### src/rtl/generic_2clk_fifo_pkg.sv
// Shared definitions for the generic_2clk_fifo family read-side blocks.
package generic_2clk_fifo_pkg;

    // Read-side arbiter states.
    typedef enum logic [0:0] {
        ARB_IDLE  = 1'b0,
        ARB_BURST = 1'b1
    } arb_state_e;

    // Default maximum consecutive pops per grant.
    localparam int unsigned BURST_DEFAULT = 4;

    // Ceiling log2, usable in parameter expressions.
    function automatic int unsigned clog2(input int unsigned value);
        int unsigned width;
        width = 0;
        while ((64'd1 << width) < 64'(value)) begin
            width++;
        end
        return width;
    endfunction

endpackage

### src/rtl/generic_2clk_fifo_rd_skid.sv
// Two-entry {data, src} output buffer with valid/ready drain and occupancy
// exposed to the arbiter for its credit check.
module generic_2clk_fifo_rd_skid
    import generic_2clk_fifo_pkg::*;
#(
    parameter int unsigned DAT_WIDTH = 40,
    parameter int unsigned SRC_W     = 2
) (
    input  logic                 clk_i,
    input  logic                 rst_i,
    input  logic                 push_i,
    input  logic [DAT_WIDTH-1:0] push_data_i,
    input  logic [SRC_W-1:0]     push_src_i,
    input  logic                 ready_i,
    output logic                 valid_o,
    output logic [DAT_WIDTH-1:0] data_o,
    output logic [SRC_W-1:0]     src_o,
    output logic [1:0]           occ_o
);

    logic [DAT_WIDTH-1:0] data_q [2];
    logic [SRC_W-1:0]     src_q  [2];
    logic                 wr_ptr_q;
    logic                 rd_ptr_q;
    logic [1:0]           occ_q;
    logic                 pop;

    assign valid_o = (occ_q != 2'd0);
    assign pop     = valid_o && ready_i;
    assign data_o  = data_q[rd_ptr_q];
    assign src_o   = src_q[rd_ptr_q];
    assign occ_o   = occ_q;

    // Ring of two entries; the arbiter's credit check guarantees no push when full.
    always_ff @(posedge clk_i) begin
        if (rst_i) begin
            data_q[0] <= '0;
            data_q[1] <= '0;
            src_q[0]  <= '0;
            src_q[1]  <= '0;
            wr_ptr_q  <= 1'b0;
            rd_ptr_q  <= 1'b0;
            occ_q     <= '0;
        end else begin
            if (push_i) begin
                data_q[wr_ptr_q] <= push_data_i;
                src_q[wr_ptr_q]  <= push_src_i;
                wr_ptr_q         <= ~wr_ptr_q;
            end
            if (pop) begin
                rd_ptr_q <= ~rd_ptr_q;
            end
            case ({push_i, pop})
                2'b10:   occ_q <= occ_q + 2'd1;
                2'b01:   occ_q <= occ_q - 2'd1;
                default: occ_q <= occ_q;
            endcase
        end
    end

endmodule

### src/rtl/generic_2clk_fifo_rd_arb.sv
// Read-domain round-robin scheduler sharing one valid/ready consumer between
// NUM_REQ dual-clock FIFOs, with bounded bursts and a credit-checked
// 2-entry output buffer that absorbs the one-cycle RAM read latency.
module generic_2clk_fifo_rd_arb
    import generic_2clk_fifo_pkg::*;
#(
    parameter int unsigned NUM_REQ   = 4,
    parameter int unsigned DAT_WIDTH = 40,
    parameter int unsigned BURST     = BURST_DEFAULT,
    parameter int unsigned SRC_W     = clog2(NUM_REQ)
) (
    input  logic                         rd_clk,
    input  logic                         rd_reset,
    input  logic                         arb_en,
    input  logic [NUM_REQ-1:0]           fifo_rd_empty,
    output logic [NUM_REQ-1:0]           fifo_rd_op,
    input  logic [NUM_REQ*DAT_WIDTH-1:0] fifo_rd_data,
    output logic                         out_valid,
    input  logic                         out_ready,
    output logic [DAT_WIDTH-1:0]         out_data,
    output logic [SRC_W-1:0]             out_src,
    output logic                         busy
);

    arb_state_e           state_q, state_d;
    logic [SRC_W-1:0]     rr_ptr_q, rr_ptr_d;
    logic [SRC_W-1:0]     grant_q, grant_d;
    logic [3:0]           burst_cnt_q, burst_cnt_d;
    logic                 inflight_q;
    logic [SRC_W-1:0]     inflight_src_q;

    logic [1:0]           occ;
    logic                 credit;
    logic                 pop_en;
    logic [SRC_W-1:0]     pop_idx;
    logic                 rr_found;
    logic [SRC_W-1:0]     rr_sel;
    logic [SRC_W-1:0]     cand;
    logic [SRC_W-1:0]     grant_inc;
    logic [DAT_WIDTH-1:0] cap_data;

    // Credit only counts registered occupancy, so out_ready never reaches rd_op.
    assign credit    = (occ + {1'b0, inflight_q}) < 2'd2;
    assign grant_inc = (32'(grant_q) == NUM_REQ - 1) ? '0 : grant_q + 1'b1;
    assign busy      = (state_q == ARB_BURST) || inflight_q || (occ != 2'd0);

    // Round-robin search: first non-empty FIFO at or above rr_ptr, with wrap.
    always_comb begin
        rr_found = 1'b0;
        rr_sel   = rr_ptr_q;
        cand     = '0;
        for (int unsigned i = 0; i < NUM_REQ; i++) begin
            cand = SRC_W'((32'(rr_ptr_q) + i) % NUM_REQ);
            if (!rr_found && !fifo_rd_empty[cand]) begin
                rr_found = 1'b1;
                rr_sel   = cand;
            end
        end
    end

    // Next-state and rd_op decode; a held reset suppresses any pop.
    always_comb begin
        state_d     = state_q;
        rr_ptr_d    = rr_ptr_q;
        grant_d     = grant_q;
        burst_cnt_d = burst_cnt_q;
        pop_en      = 1'b0;
        pop_idx     = grant_q;
        case (state_q)
            ARB_IDLE: begin
                if (arb_en && rr_found && credit && !rd_reset) begin
                    pop_en      = 1'b1;
                    pop_idx     = rr_sel;
                    grant_d     = rr_sel;
                    burst_cnt_d = 4'd1;
                    state_d     = ARB_BURST;
                end
            end
            ARB_BURST: begin
                if (!arb_en || fifo_rd_empty[grant_q] || (burst_cnt_q >= 4'(BURST))) begin
                    state_d     = ARB_IDLE;
                    rr_ptr_d    = grant_inc;
                    burst_cnt_d = '0;
                end else if (credit && !rd_reset) begin
                    pop_en      = 1'b1;
                    burst_cnt_d = burst_cnt_q + 4'd1;
                end
            end
            default: state_d = ARB_IDLE;
        endcase
        fifo_rd_op = '0;
        if (pop_en) begin
            fifo_rd_op[pop_idx] = 1'b1;
        end
    end

    // State, round-robin pointer and in-flight tracking registers.
    always_ff @(posedge rd_clk) begin
        if (rd_reset) begin
            state_q        <= ARB_IDLE;
            rr_ptr_q       <= '0;
            grant_q        <= '0;
            burst_cnt_q    <= '0;
            inflight_q     <= 1'b0;
            inflight_src_q <= '0;
        end else begin
            state_q        <= state_d;
            rr_ptr_q       <= rr_ptr_d;
            grant_q        <= grant_d;
            burst_cnt_q    <= burst_cnt_d;
            inflight_q     <= pop_en;
            inflight_src_q <= pop_idx;
        end
    end

    // Select the read-data slice of the FIFO popped in the previous cycle.
    always_comb begin
        cap_data = '0;
        for (int unsigned i = 0; i < NUM_REQ; i++) begin
            if (32'(inflight_src_q) == i) begin
                cap_data = fifo_rd_data[i*DAT_WIDTH +: DAT_WIDTH];
            end
        end
    end

    generic_2clk_fifo_rd_skid #(
        .DAT_WIDTH(DAT_WIDTH),
        .SRC_W    (SRC_W)
    ) u_skid (
        .clk_i      (rd_clk),
        .rst_i      (rd_reset),
        .push_i     (inflight_q),
        .push_data_i(cap_data),
        .push_src_i (inflight_src_q),
        .ready_i    (out_ready),
        .valid_o    (out_valid),
        .data_o     (out_data),
        .src_o      (out_src),
        .occ_o      (occ)
    );

endmodule
### config.mk
export PLATFORM = sky130hd
export DESIGN_NAME = generic_2clk_fifo_rd_arb
export DESIGN_NICKNAME = d
export VERILOG_FILES = /design/src/rtl/generic_2clk_fifo_pkg.sv /design/src/rtl/generic_2clk_fifo_rd_skid.sv /design/src/rtl/generic_2clk_fifo_rd_arb.sv
export SDC_FILE = /design/constraint.sdc
export NUM_CORES = 1
export LEC_CHECK = 0
export ABC_AREA = 0
export BUFFER_PORTS_ARGS = -buffer_cell sky130_fd_sc_hd__buf_4
export CORE_ASPECT_RATIO = 1.75
export CORE_MARGIN = 3
export CORE_UTILIZATION = 45
export CTS_CLUSTER_SIZE = 40
export DETAILED_ROUTE_END_ITERATION = 10
export GPL_ROUTABILITY_DRIVEN = 0
export GPL_TIMING_DRIVEN = 0
export PLACE_DENSITY = 0.74
export SYNTH_ARGS = -nofsm -noshare
export SYNTH_HDL_FRONTEND = slang
export SYNTH_SLANG_ARGS = --single-unit
### constraint.sdc
create_clock -name rd_clk -period 5.3 [get_ports rd_clk]
set_input_delay 0.53 -clock rd_clk [delete_from_list [all_inputs] [get_ports rd_clk]]
set_output_delay 0.53 -clock rd_clk [all_outputs]
set_load 0.005 [all_outputs]
==> results.sh <==
export IMPL_outcome="completed"
export IMPL_setup_tns_ns=0
export IMPL_fin_util_pct=63.77
export IMPL_rows=54
export IMPL_start_util_pct=46.15
export IMPL_cp_required_ns=4.77
export IMPL_drcViolationCount=0
export IMPL_synth_main_ff_cell="edfxtp_1"
export IMPL_hold_viol_final=0
export IMPL_synth_seq_cells=99
export IMPL_drive_gt1_share_pct=35.05
export IMPL_first_global_vias=5468
export IMPL_insertion_delay_ns=0.34
export IMPL_h_tree_depth=3
export IMPL_die_area_um2=14270
export IMPL_cts_reportedPaths_clkPinSlew_ns=0.06
export IMPL_antenna_cells=0
export IMPL_cts_setup_buffers=0
export IMPL_chipHeight_um=155.8
export IMPL_grt_pass1_wl_um=28680
export IMPL_final_cell_mix="buf_4, nor2_1, edfxtp_1, nor2b_1, nand2_1"
export IMPL_final_common_cell="buf_4"
export IMPL_first_iter_violations=308
export IMPL_ant_nets=0
export IMPL_slowest_stage="a2111oi_0"
export IMPL_cts_buffer_depth=2
export IMPL_routed_via_count=5495
export IMPL_yosysUniqueCellTypes=47
export IMPL_cap_violations=0
export IMPL_first_pass_iters=5
export IMPL_syn_avg_cell_area_um2=10.23
export IMPL_post_drt_wl_per_cell_um=19.95
export IMPL_ir_drop_uv=322.5
export IMPL_finalWirelength_um=19230
export IMPL_cts_tree="yes"
export IMPL_crit_chain="clkbuf_1 > and4b_1 > o2111ai_1 > a2111oi_0 > nor3_1 > buf_4"
export IMPL_netlist_area_um2=5768
export IMPL_finalCritPeriodShare_pct=59.93
export IMPL_grt_overflow=0
export IMPL_cts_buffers=9
export IMPL_max_freq_mhz=314.8
export IMPL_cts_hold_buf=0
export IMPL_vias_per_cell=5.700
export IMPL_cts_root_buf="clkbuf_16"
export IMPL_synth_yosys_seq_area_share_pct=48.94
export IMPL_synth_simple_area_share_pct=20.28
export IMPL_worstPathMaxFanout=8
export IMPL_critical_path_class="reg -> out"
export IMPL_leakage_nw=3.193
export IMPL_synth_edff_count=84
export IMPL_worst_pin_slew_ns=0.9157
export IMPL_area_delta_synth_final_pct=38.20
export IMPL_finalCriticalPeriod_ns=3.176
export IMPL_slew_headroom_pct=37.37
export IMPL_die_w_um=91.59
export IMPL_synthMuxAreaShare_pct=8.764
export IMPL_hold_path_class="reg -> reg"
export IMPL_synth_xor_area_share_pct=0.6074
export IMPL_core_area_um2=12500
export IMPL_maxSlewViolCount=0
export IMPL_fin_nets=965
export IMPL_synthAdderAreaFrac_pct=1.302
export IMPL_crit_path_end_kind="primary output"
export IMPL_synth_compound_area_share_pct=16.53
export IMPL_fillers=1077
export IMPL_grt_max_degree=24
export IMPL_grt_use_total_pct=26.00
export IMPL_synthArstFlopShare_pct=0
export IMPL_crit_arrival_ns=2.65
export IMPL_num_io_pins=216
export IMPL_yosysWarnings=0
export IMPL_cts_sinks=99
export IMPL_synth_top_family_by_area="simple AND/OR/NAND/NOR gates"
export IMPL_slowest_delay_ns=0.80
export IMPL_cp_start_kind="flop"
export IMPL_syn_inst=564
export IMPL_place_hpwl_um=14480
export IMPL_worst_clock_skew_ns=0.006455
export IMPL_setup_viol=0
export IMPL_p_per_area_nw_per_um2=324.4
export IMPL_antenna_found_initial=0
export IMPL_place_port_buffers=214
export IMPL_synth_nets=738
export IMPL_grt_setup_unrepaired="false"
export IMPL_cts_resized=0
## final cells by class
class / instances / area (um2) / share of cell area (%)
Buffer: 48 / 180.2 / 2.260
Clock buffer: 9 / 225.2 / 2.825
Clock inverter: 7 / 92.59 / 1.162
Inverter: 7 / 26.28 / 0.3296
Multi-Input combinational cell: 410 / 2753 / 34.53
Sequential cell: 99 / 2823 / 35.41
Tap cell: 168 / 210.2 / 2.637
Timing Repair Buffer: 216 / 1662 / 20.84
## per-stage QoR
| stage | total power [mW] | setup slack [ns] | hold slack, ns | instances | instance area [um2] |
|---|---|---|---|---|---|
| floorplan | 1.469 | 1.180 | 0.4559 | 564 | 5768 |
| global placement | 1.874 | -0.4584 | 0.4637 | 946 | 7585 |
| detailed placement | 1.904 | 2.266 | 0.4664 | 948 | 7654 |
| CTS | 2.591 | 2.157 | 0.4756 | 964 | 7971 |
| global route | 2.700 | 1.982 | 0.4823 | 964 | 7971 |
| finish | 2.586 | 2.124 | 0.4770 | 964 | 7971 |
## per-layer routing
metal | global-route usage, % | share of wire [%] | vias up
li1 | - | - | 2524
met1 | 29.18 | 36 | 2666
met2 | 48.03 | 55 | 259
met3 | 4.006 | 6.2 | 46
met4 | 11.37 | 3.5 | 0
met5 | 0 | 0 | -
## flip-flops by register name, summed over array words and instances (netlist names), 2 cells and up, named ones only
signal	flops
u_skid.data_q	80
inflight_src_q	2
u_skid.occ_o	2
rr_ptr_q	2
u_skid.src_q	4
burst_cnt_q	4
## Yosys cell counts, types with 2 or more instances
cell,count,share of area (%)
o31a_1,40,6.1
nand3b_1,2,0.26
edfxtp_1,84,44
ha_1,6,1.3
buf_1,7,0.46
or3_1,4,0.43
o21a_1,2,0.26
nor2_1,95,6.2
xnor2_1,3,0.46
nand2_1,45,2.9
clkbuf_1,41,2.7
a21oi_1,9,0.78
nor2b_1,81,8.8
inv_1,7,0.46
dfxtp_1,15,5.2
a221oi_1,41,6.2
o2111a_1,2,0.39
nor3_1,2,0.17
nand3_1,2,0.17
a2bb2oi_1,2,0.30
o21ai_0,7,0.61
mux2_2,42,8.2
## path summary, 6_finish.rpt
kind	from	end	slack [ns]	cells past startpoint
worst min-delay path	burst_cnt_q[3]	burst_cnt_q[3]	0.48	1
worst max register to register	inflight_src_q[1]	u_skid.data_q[1][6]	2.33	7
worst min register to register	burst_cnt_q[3]	burst_cnt_q[3]	0.48	1
worst max-delay path	inflight_q	fifo_rd_op[0]	2.12	6
## report_power, final
group          total [mW]  switching (mW)  leakage (nW)  internal (mW)
clock network       0.692           0.281         0.149          0.412
registers           0.961          0.0290          1.00          0.932
logic               0.933           0.458          2.04          0.475
## worst max-delay path, delay by kind of cell (launching register included)
kind,cells,cell delay (ns)
AO/OA/AOI/OAI,2,1.06
buffers and inverters,2,0.47
flip-flops,1,0.31
AND/OR/NAND/NOR,2,0.47
## logic make-up (layout without fill, tap and decap cells)
family,Yosys count,count (layout)
XOR/XNOR,4,4
flip-flops,99,99
multiplexers,44,44
buffers and inverters,55,287
adder cells (fa/ha/maj),6,6
AND/OR/NAND/NOR,241,241
AO/OA/AOI/OAI,115,115
No activity file was read; power rests on OpenSTA's default activity.
